===== config.mk =====
export PLATFORM = sky130hd
export DESIGN_NAME = serial_shifter
export DESIGN_NICKNAME = d
export VERILOG_FILES = /design/src/rtl/serial_shifter.sv
export SDC_FILE = /design/constraint.sdc
export NUM_CORES = 1
export LEC_CHECK = 0
export BUFFER_PORTS_ARGS = -buffer_cell sky130_fd_sc_hd__buf_2
export CAP_MARGIN = 20
export CORE_MARGIN = 2
export CORE_UTILIZATION = 38
export CTS_CLUSTER_SIZE = 24
export DETAILED_ROUTE_END_ITERATION = 8
export GPL_TIMING_DRIVEN = 0
export PLACE_DENSITY = 0.67
export SLEW_MARGIN = 20
export SYNTH_ARGS = -nofsm -noshare
export SYNTH_HDL_FRONTEND = slang
export SYNTH_SLANG_ARGS = --single-unit

===== constraint.sdc =====
create_clock -name clk -period 2.1 [get_ports clk]
set_input_delay 0.42 -clock clk [delete_from_list [all_inputs] [get_ports clk]]
set_output_delay 0.42 -clock clk [all_outputs]
set_load 0.1 [all_outputs]

===== src/rtl/serial_shifter.sv =====
// Multi-cycle barrel-free shifter: one bit per clock, amount taken from sa_src[4:0].
// Operands are captured on the accepted start; result holds until the next start.
module serial_shifter (
    input  logic        clk,
    input  logic        rst,
    input  logic        start,
    input  logic [1:0]  op,
    input  logic [31:0] sa_src,
    input  logic [31:0] data,
    output logic [31:0] result,
    output logic        busy,
    output logic        done
);

    // state | meaning
    // IDLE  | waiting for start, result held
    // SHIFT | one-bit shift per edge while cnt counts down to zero
    // DONE  | result valid for one cycle
    typedef enum logic [1:0] {
        IDLE  = 2'b00,
        SHIFT = 2'b01,
        DONE  = 2'b10
    } state_t;

    state_t      state, state_nxt;
    logic [4:0]  cnt, cnt_nxt;
    logic [1:0]  op_r, op_nxt;
    logic [31:0] result_nxt;
    logic [31:0] shifted;

    // Only the low five bits carry the amount; the rest is deliberately dropped.
    logic unused_sa_hi;
    assign unused_sa_hi = ^sa_src[31:5];

    always_comb begin
        case (op_r)
            2'b00:   shifted = {result[30:0], 1'b0};
            2'b01:   shifted = {1'b0, result[31:1]};
            default: shifted = {result[31], result[31:1]};
        endcase
    end

    always_comb begin
        state_nxt  = state;
        cnt_nxt    = cnt;
        op_nxt     = op_r;
        result_nxt = result;
        case (state)
            IDLE: begin
                if (start) begin
                    result_nxt = data;
                    op_nxt     = op;
                    cnt_nxt    = sa_src[4:0];
                    state_nxt  = (sa_src[4:0] == 5'd0) ? DONE : SHIFT;
                end
            end
            SHIFT: begin
                if (cnt != 5'd0) begin
                    result_nxt = shifted;
                    cnt_nxt    = cnt - 5'd1;
                    if (cnt == 5'd1) begin
                        state_nxt = DONE;
                    end
                end else begin
                    state_nxt = DONE;
                end
            end
            DONE: begin
                state_nxt = IDLE;
            end
            default: begin
                state_nxt = IDLE;
            end
        endcase
    end

    always_ff @(posedge clk or posedge rst) begin
        if (rst) begin
            state  <= IDLE;
            cnt    <= 5'd0;
            op_r   <= 2'b00;
            result <= 32'h0;
        end else begin
            state  <= state_nxt;
            cnt    <= cnt_nxt;
            op_r   <= op_nxt;
            result <= result_nxt;
        end
    end

    assign busy = (state != IDLE);
    assign done = (state == DONE);

endmodule

# Word-level counts from Yosys, hierarchy flattened
# Index checks and enable logic that the tools add are counted.
dict set report classes {
  add_sub_neg 1
  eq_ne 8
  n_mux 12
  reduce_logical 10
}
# cell count
set ops {}
lappend ops {{$pmux W32 S2} 2}
lappend ops {{$mux W32} 2}
lappend ops {{$mux W5} 2}
lappend ops {{$pmux W5 S2} 1}
lappend ops {{$mux W2} 4}
lappend ops {{$eq A5 B1 Y1 const B} 1}
lappend ops {{$logic_not A5 Y1} 1}
lappend ops {{$reduce_bool A5 Y1} 1}
lappend ops {{$sub A5 B1 Y5 const B} 1}
lappend ops {{$eq A2 B1 Y1 const B} 2}
lappend ops {{$logic_not A2 Y1} 2}
lappend ops {{$ne A2 B2 Y1 const B} 2}
lappend ops {{$pmux W2 S2} 1}
lappend ops {{$reduce_and A2 Y1} 2}
lappend ops {{$reduce_and A4 Y1} 1}
lappend ops {{$reduce_bool A2 Y1} 2}
lappend ops {{$ne A3 B1 Y1 const B} 1}
lappend ops {{$ne A3 B3 Y1 const B} 1}
lappend ops {{$reduce_and A3 Y1} 1}
lappend ops {{$eq A2 B2 Y1 const B} 1}
dict set report totals {
  register_bits 41
  inputBits 69
  out_inout_bits 34
  wordCells 36
}

# Depth between registers and ports, before layout
# Gate-level depths: netlist (run 1).
dict set report depth {
  word_depth 4
  ltp_mapped 6
  mapped_depth_nobuf 5
}

# Worst setup path after synthesis (run 1)
# Ideal clock, no wire load.
dict set report synth_path {
  path_kind {register -> output}
  start {register state[1]}
  end {output done}
  arrival_time_ns 1.829
  t_required_ns 1.680
  slack_ns -0.149
  path_stages_with_launch 3
  path_buffers 1
  path_cell_list {dfrtp_1 buf_2 nor2b_1}
}
dict set report synth_via {
  elab_chain_cells 1
}
# element line
set synth_lines {}
lappend synth_lines {{start, declared} 25} ;# state_t state, state_nxt;
lappend synth_lines {{start signal, assigned} 84} ;# state <= state_nxt;
lappend synth_lines {{$eq A2 B2 Y1} 92} ;# assign done = (state == DONE);
lappend synth_lines {{end, declared} 12} ;# output logic done
# No other way between the ends.

# Final worst setup path (run 1)
dict set report layout_path {
  start {register cnt[1]}
  end {register result[31]}
}
dict set report layout_via {
  elab_chain_cells 3
}
# element line
set layout_lines {}
lappend layout_lines {{start, declared} 26} ;# logic [4:0] cnt, cnt_nxt;
lappend layout_lines {{start signal, assigned} 85} ;# cnt <= cnt_nxt;
lappend layout_lines {{$reduce_bool A5 Y1} 58} ;# if (cnt != 5'd0) begin
lappend layout_lines {{$ne A2 B2 Y1 (no line)} n/a}
lappend layout_lines {{$reduce_and A4 Y1 (no line)} n/a}
lappend layout_lines {{end signal, assigned} 87} ;# result <= result_nxt;
lappend layout_lines {{end, declared} 10} ;# output logic [31:0] result,
# No other way between the ends.
# A chain may end at the register's enable or synchronous reset.

==> results.md, run 1 <==
* Status: complete, no violations
* Commonest cells post-synth: dfrtp_1, inv_1, nor2_1
* Compound-Gate Fraction of Synth Area at 17.7%
* Iteration-0 DRC Markers at 137
* Final setup TNS at 0 ns
* Routed len/inst at 15.1 um
* Final Cycle Share at 90.9%
* Starting Density at 39.0%
* Achievable Freq at 0.524 GHz
* Kind of cell adding the most delay to the critical path: simple AND/OR/NAND/NOR gates
* Final GP Congestion at 0.809
* Synth area leader: dfrtp_1
* Tot GR Track Use at 19.0%
* Worst hold-check path type: in -> async
* Worst slew pin tran at 0.496 ns
* Syn Nets at 302
* Seq/Total Area, Yosys at 45.0%
* I/O Buffers at 75
* Yosys reg bits at 41
* Global-route wire length before repair at 9520 um
* CP Class: reg -> reg
* Chip Width at 81.5 um
* FP Rows at 28
* Area grow syn2layout at 27.3%
* Worst path max stage delay at 0.51 ns
* Pin count of the biggest net entering global routing at 22
* DR vias/cell at 5.32
* MaxCap Viol Count at 0
* Number of H-tree levels at 2
* Fin crit period at 1.91 ns
* Final HPWL DP at 4370 um
* Cell area after synthesis at 2280 um2
* Largest cells by area after synthesis: dfrtp_1, mux2i_1, a221oi_1, inv_1, nor2_1
* Slew Viols, Final at 0
* Cells after synthesis at 231
* Syn_area_per_cell at 9.87 um2
* Reg clk slew, reported paths at 0.08 ns
* Top_reg_cell synth: dfrtp_1
* R2R Setup Slk at 0.19 ns
* Netlist cell types at 35
* Router iterations before antenna repair at 4
* Required @ worst endpoint at 2.28 ns
* Clock latency on the worst-skew pair at 0.30 ns
* Worst Skew at 0.00889 ns
* Slowest-stage cell, CP: or4b_4
* Critical R2R Capture: result[31]
* Root buffer cell: clkbuf_8
* Via count at 2080
* CTS tree: yes
* Clock Sinks at 41
* Global route total overflow at 0
* Mux share of post-synthesis cell area at 14.1%
* Slew margin rel. at 66.9%
* Deepest clock path buffer count at 2
* Layout cells sized above 1 at 32.9%
* I/O pin count at 103
* Max FO, Critical Path at 6
* WP data arrival at 2.09 ns
* Final Hold Viols at 0
* Kind of end point of the critical path: flop
* Synth warnings at 0
* Final setup fails at 0
* Post-synth EDFFs at 0
* Critical Path Source Type: flop
* CTS buffer count at 5
* Die Y at 81.5 um
* Fin nets at 386
* Reg2reg start: cnt[1]
* Simple-gate portion of the synthesized area at 12.0%
* RSZ-0062 raised after global routing: false
* Vias in the first global route at 1862
* Initial antenna violation count at 0
* Remaining DRCs at 0
* ANT cells at 0
* Xor/xnor share of the synthesized area at 0%
* Cells on worst reg2reg path at 5
* Top cell type's share of synthesized area at 45.0%
* Most common cell in the netlist: dfrtp_1
* Drt total wl at 5900 um
* Cells resized by post-CTS repair at 0
* Ys async rst share at 100%
* Core Area at 5850 um2
* Adder-Cell Fraction of Synth Area at 1.10%
* CP bufs+invs at 1
* Largest family of logic cells by synthesized area: compound AO/OA/AOI/OAI gates
* DRT antenna net count at 0
* CP Cell Sequence: inv_1 -> ha_1 -> or4b_4 -> a31oi_1 -> mux2_2
* Die Footprint at 6640 um2
cells by family (layout without fill, tap and decap cells):
logic type | Yosys count | after routing
AOI/OAI and AO/OA | 49 | 49
adders and majority gates | 2 | 2
buffers and inverters | 53 | 138
DFF | 41 | 41
muxes | 32 | 32
and+or+nand+nor | 54 | 54
layout by cell type, fill, tap and decap left out, types with 2 or more instances in the layout:
cell | netlist | layout
inv_1 | 39 | 38
buf_6 | 3 | 3
a221oi_1 | 32 | 32
a21oi_1 | 3 | 3
clkbuf_1 | 3 | 4
dfrtp_1 | 41 | 41
nor2_1 | 34 | 34
buf_2 | 8 | 83
nor3_1 | 4 | 4
mux2i_1 | 31 | 31
ha_1 | 2 | 2
nand2_1 | 4 | 4
o21ai_0 | 5 | 5
clkbuf_8 | 0 | 6
final cells by class:
cell class	count	area (um2)
timing repair buffer	77	410
clock inverter	1	30.0
buffer	14	85.1
fill	552	2950
clock buffer	7	86.3
inverter	39	146
tap	75	93.8
sequential	41	1030
multi-input combinational	137	1030
how the worst max path moves through the flow:
stage / startpoint / end / slack [ns] / cells past startpoint
2_1_floorplan: cnt[0] / result[31] / 0.31 / 5
3_3_place_gp: cnt[0] / result[23] / 0.11 / 6
3_5_place_dp: cnt[1] / result[15] / 0.09 / 6
4_1_cts: cnt[1] / result[15] / 0.08 / 6
5_1_grt: state[1] / result[15] / 0.02 / 5
6_report: cnt[1] / result[31] / 0.19 / 5
flip-flops by register name, summed over array words and instances, names as in the netlist:
signal  flops
result     32
cnt         5
op_r        2
state       2
repair_timing:
| item | 4_1_cts | 5_1_grt |
|---|---|---|
| endpoints found under the hold margin | 0 | 0 |
| endpoints found under the setup margin | 0 | 22 |
| buffers inserted | 0 | 1 |
| hold buffers | 0 | 0 |
per-layer routing:
metal	share of wire [%]	GRT usage, %
met1	48	27.6
met2	45	27.8
met3	4.7	3.52
met4	1.6	7.97
met5	0	0
through the flow:
stage,cell area (um2),setup slack [ns],std cells,hold slack [ns],utilization [%]
finish,2900,0.191,391,0.143,49.6
global route,2900,0.0197,391,0.166,49.6
CTS,2900,0.0771,390,0.157,49.5
detailed placement,2780,0.0896,382,0.477,47.5
global placement,2750,0.111,381,0.499,47.0
floorplan,2280,0.308,231,0.464,-
Power of run 1 is not shown: default switching activity piles up to over one toggle a cycle in this logic, so the estimate is an artifact.
==> run 2, diff against run 1 <==
--- a/config.mk
+++ b/config.mk
@@ -7,6 +7,7 @@
 export LEC_CHECK = 0
 export BUFFER_PORTS_ARGS = -buffer_cell sky130_fd_sc_hd__buf_2
 export CAP_MARGIN = 20
+export CORE_ASPECT_RATIO = 0.8
 export CORE_MARGIN = 2
 export CORE_UTILIZATION = 38
 export CTS_CLUSTER_SIZE = 24
==> run 2 against run 1 <==
Net effect:
- critical path depth stayed put
- clock-buffer cell count stayed put
- wire length is 1.5% higher
- die area hardly changed
- clock skew is 0.0030 ns lower
- first-iteration DRC count is 33% lower
- highest routed layer unchanged
==> results.md, run 2 (synthesis results as in run 1) <==
* R2R Setup Slk at 0.1 ns (-0.09 ns)
* Inst Count DP at 388 (+1.6%)
* Final HPWL DP at 4400 um (+0.84%)
* Worst hold-check path type: in -> async
* Fin crit period at 2.00 ns (+0.0924 ns)
* Commonest non-fill, non-tap cell in the layout: buf_2
* Most flop-heavy register: result
* Critical Path Source Type: flop
* Area grow syn2layout at 26.0%
* Achievable Freq at 0.500 GHz (-4.6%)
* Fin nets at 386 (unchanged)
* Global route total overflow at 0 (unchanged)
* Via count at 2086 (+0.29%)
* I/O pin count at 103 (unchanged)
* Final setup fails at 0 (unchanged)
* Highest-count cells in the layout ignoring fill and taps: buf_2, dfrtp_1, inv_1
* Root buffer cell: clkbuf_8
* Max FO, Critical Path at 6 (unchanged)
* Cells on worst reg2reg path at 5 (unchanged)
* DR vias/cell at 5.27 (-0.98%)
* WP data arrival at 2.19 ns (+0.10 ns)
* Routed len/inst at 15.1 um (+0.19%)
* MaxCap Viol Count at 0 (unchanged)
* Reg2reg start: cnt[1]
* Router iterations before antenna repair at 4 (unchanged)
* RSZ-0062 raised after global routing: false
* Deepest clock path buffer count at 2 (unchanged)
* Tot GR Track Use at 18.2% (-0.79 points)
* Vias in the first global route at 1883 (+1.1%)
* Fillers at 557 (+0.91%)
* Worst Skew at 0.00593 ns (-0.00296 ns)
* CTS tree: yes
* Critical R2R Capture: result[31]
* Required @ worst endpoint at 2.29 ns (about the same)
* Sequential standard cell area at 1030 um2 (unchanged)
* FP Rows at 25 (-11%)
* Chip Width at 90.6 um (+11%)
* Kind of end point of the critical path: flop
* Worst slew pin tran at 0.492 ns (-0.00379 ns)
* Fin util at 49.1% (-0.50 points)
* Final Instance Area at 2870 um2 (-1.0%)
* Max reg flops at 32 (unchanged)
* Remaining DRCs at 0 (unchanged)
* Post-route insts no fill at 396 (+1.3%)
* Iteration-0 DRC Markers at 92 (-33%)
* Reg clk slew, reported paths at 0.08 ns (about the same)
* ANT cells at 0 (unchanged)
* Die Y at 73.3 um (-10%)
* Pin count of the biggest net entering global routing at 32 (+45%)
* Starting Density at 39.0% (about the same)
* Final setup TNS at 0 ns (unchanged)
* Drt total wl at 5990 um (+1.5%)
* Layout cells sized above 1 at 32.7% (-0.21 points)
* Initial antenna violation count at 0 (unchanged)
* Status: complete, no violations
* Die Footprint at 6640 um2 (about the same)
* Final GP Congestion at 0.877 (+8.5%)
* Final Cycle Share at 95.3% (+4.4 points)
* Slew Viols, Final at 0 (unchanged)
* Final Hold Viols at 0 (unchanged)
* CTS buffer count at 5 (unchanged)
* DP Area at 2780 um2 (unchanged)
* DRT antenna net count at 0 (unchanged)
* Slew margin rel. at 67.4% (+0.53 points)
* Combined area of the multi-input logic cells at 1030 um2 (unchanged)
* Number of H-tree levels at 2 (unchanged)
* Clock Sinks at 41 (unchanged)
* Global-route wire length before repair at 9500 um (-0.22%)
* CP Class: reg -> reg
* Clock latency on the worst-skew pair at 0.30 ns (about the same)
* Top flop regs: result: 32 flops, cnt: 5 flops
* Core Area at 5850 um2 (about the same)
* I/O Buffers at 75 (unchanged)
* # hold bufs at CTS at 0 (unchanged)
## run 2: changes by cell type in the layout (fill, tap and decap cells not counted), sizes merged
cell	previous run	this run
bufinv	1	0
## run 2: what timing repair did
item                       CTS  global route
setup endpoints to repair    0            24
gates resized for setup      0             0
setup buffers                0             1
## run 2: through the flow
stage	hold slack, ns	setup WS [ns]
2_1_floorplan	0.464	0.308
3_3_place_gp	0.504	0.105
3_5_place_dp	0.362	0.0972
4_1_cts	0.0426	0.0688
5_1_grt	0.0648	0.0115
6_report	0.0448	0.0985
## run 2: how the worst max path moves through the flow
| stage | startpoint | endpoint | slack, ns | depth (start not counted) |
|---|---|---|---|---|
| 3_5_place_dp | cnt[0] | result[13] | 0.1 | 6 |
| 3_3_place_gp | cnt[0] | result[14] | 0.10 | 6 |
| 5_1_grt | cnt[0] | result[31] | 0.01 | 5 |
| 4_1_cts | cnt[1] | result[13] | 0.07 | 6 |
| 2_1_floorplan | cnt[0] | result[31] | 0.31 | 5 |
| 6_report | cnt[1] | result[31] | 0.1 | 5 |
## run 2: per-layer routing
metal	up-vias	GRT usage, %	routed length (um)
met5	-	0	0
met4	0	7.01	62
met3	5	4.00	396
met2	80	26.5	2720
met1	1011	26.7	2810
li1	990	-	-
## run 2: area by class of cell
| cell class | count | area share, % |
|---|---|---|
| Sequential cell | 41 | 35.7 |
| Multi-Input combinational cell | 137 | 35.7 |
| Clock buffer | 7 | 3.00 |
| Buffer | 14 | 2.96 |
| Tap cell | 81 | 3.53 |
| Inverter | 39 | 5.09 |
| Timing Repair Buffer | 77 | 14.0 |
## run 2: critical path, stage by stage (launching register included)
cell and delay (ns):
dfrtp_1 0.40, inv_1 0.10, ha_1 0.26, or4b_4 0.51, a31oi_1 0.26, mux2_2 0.36
Power of run 2 is left out for the same reason.
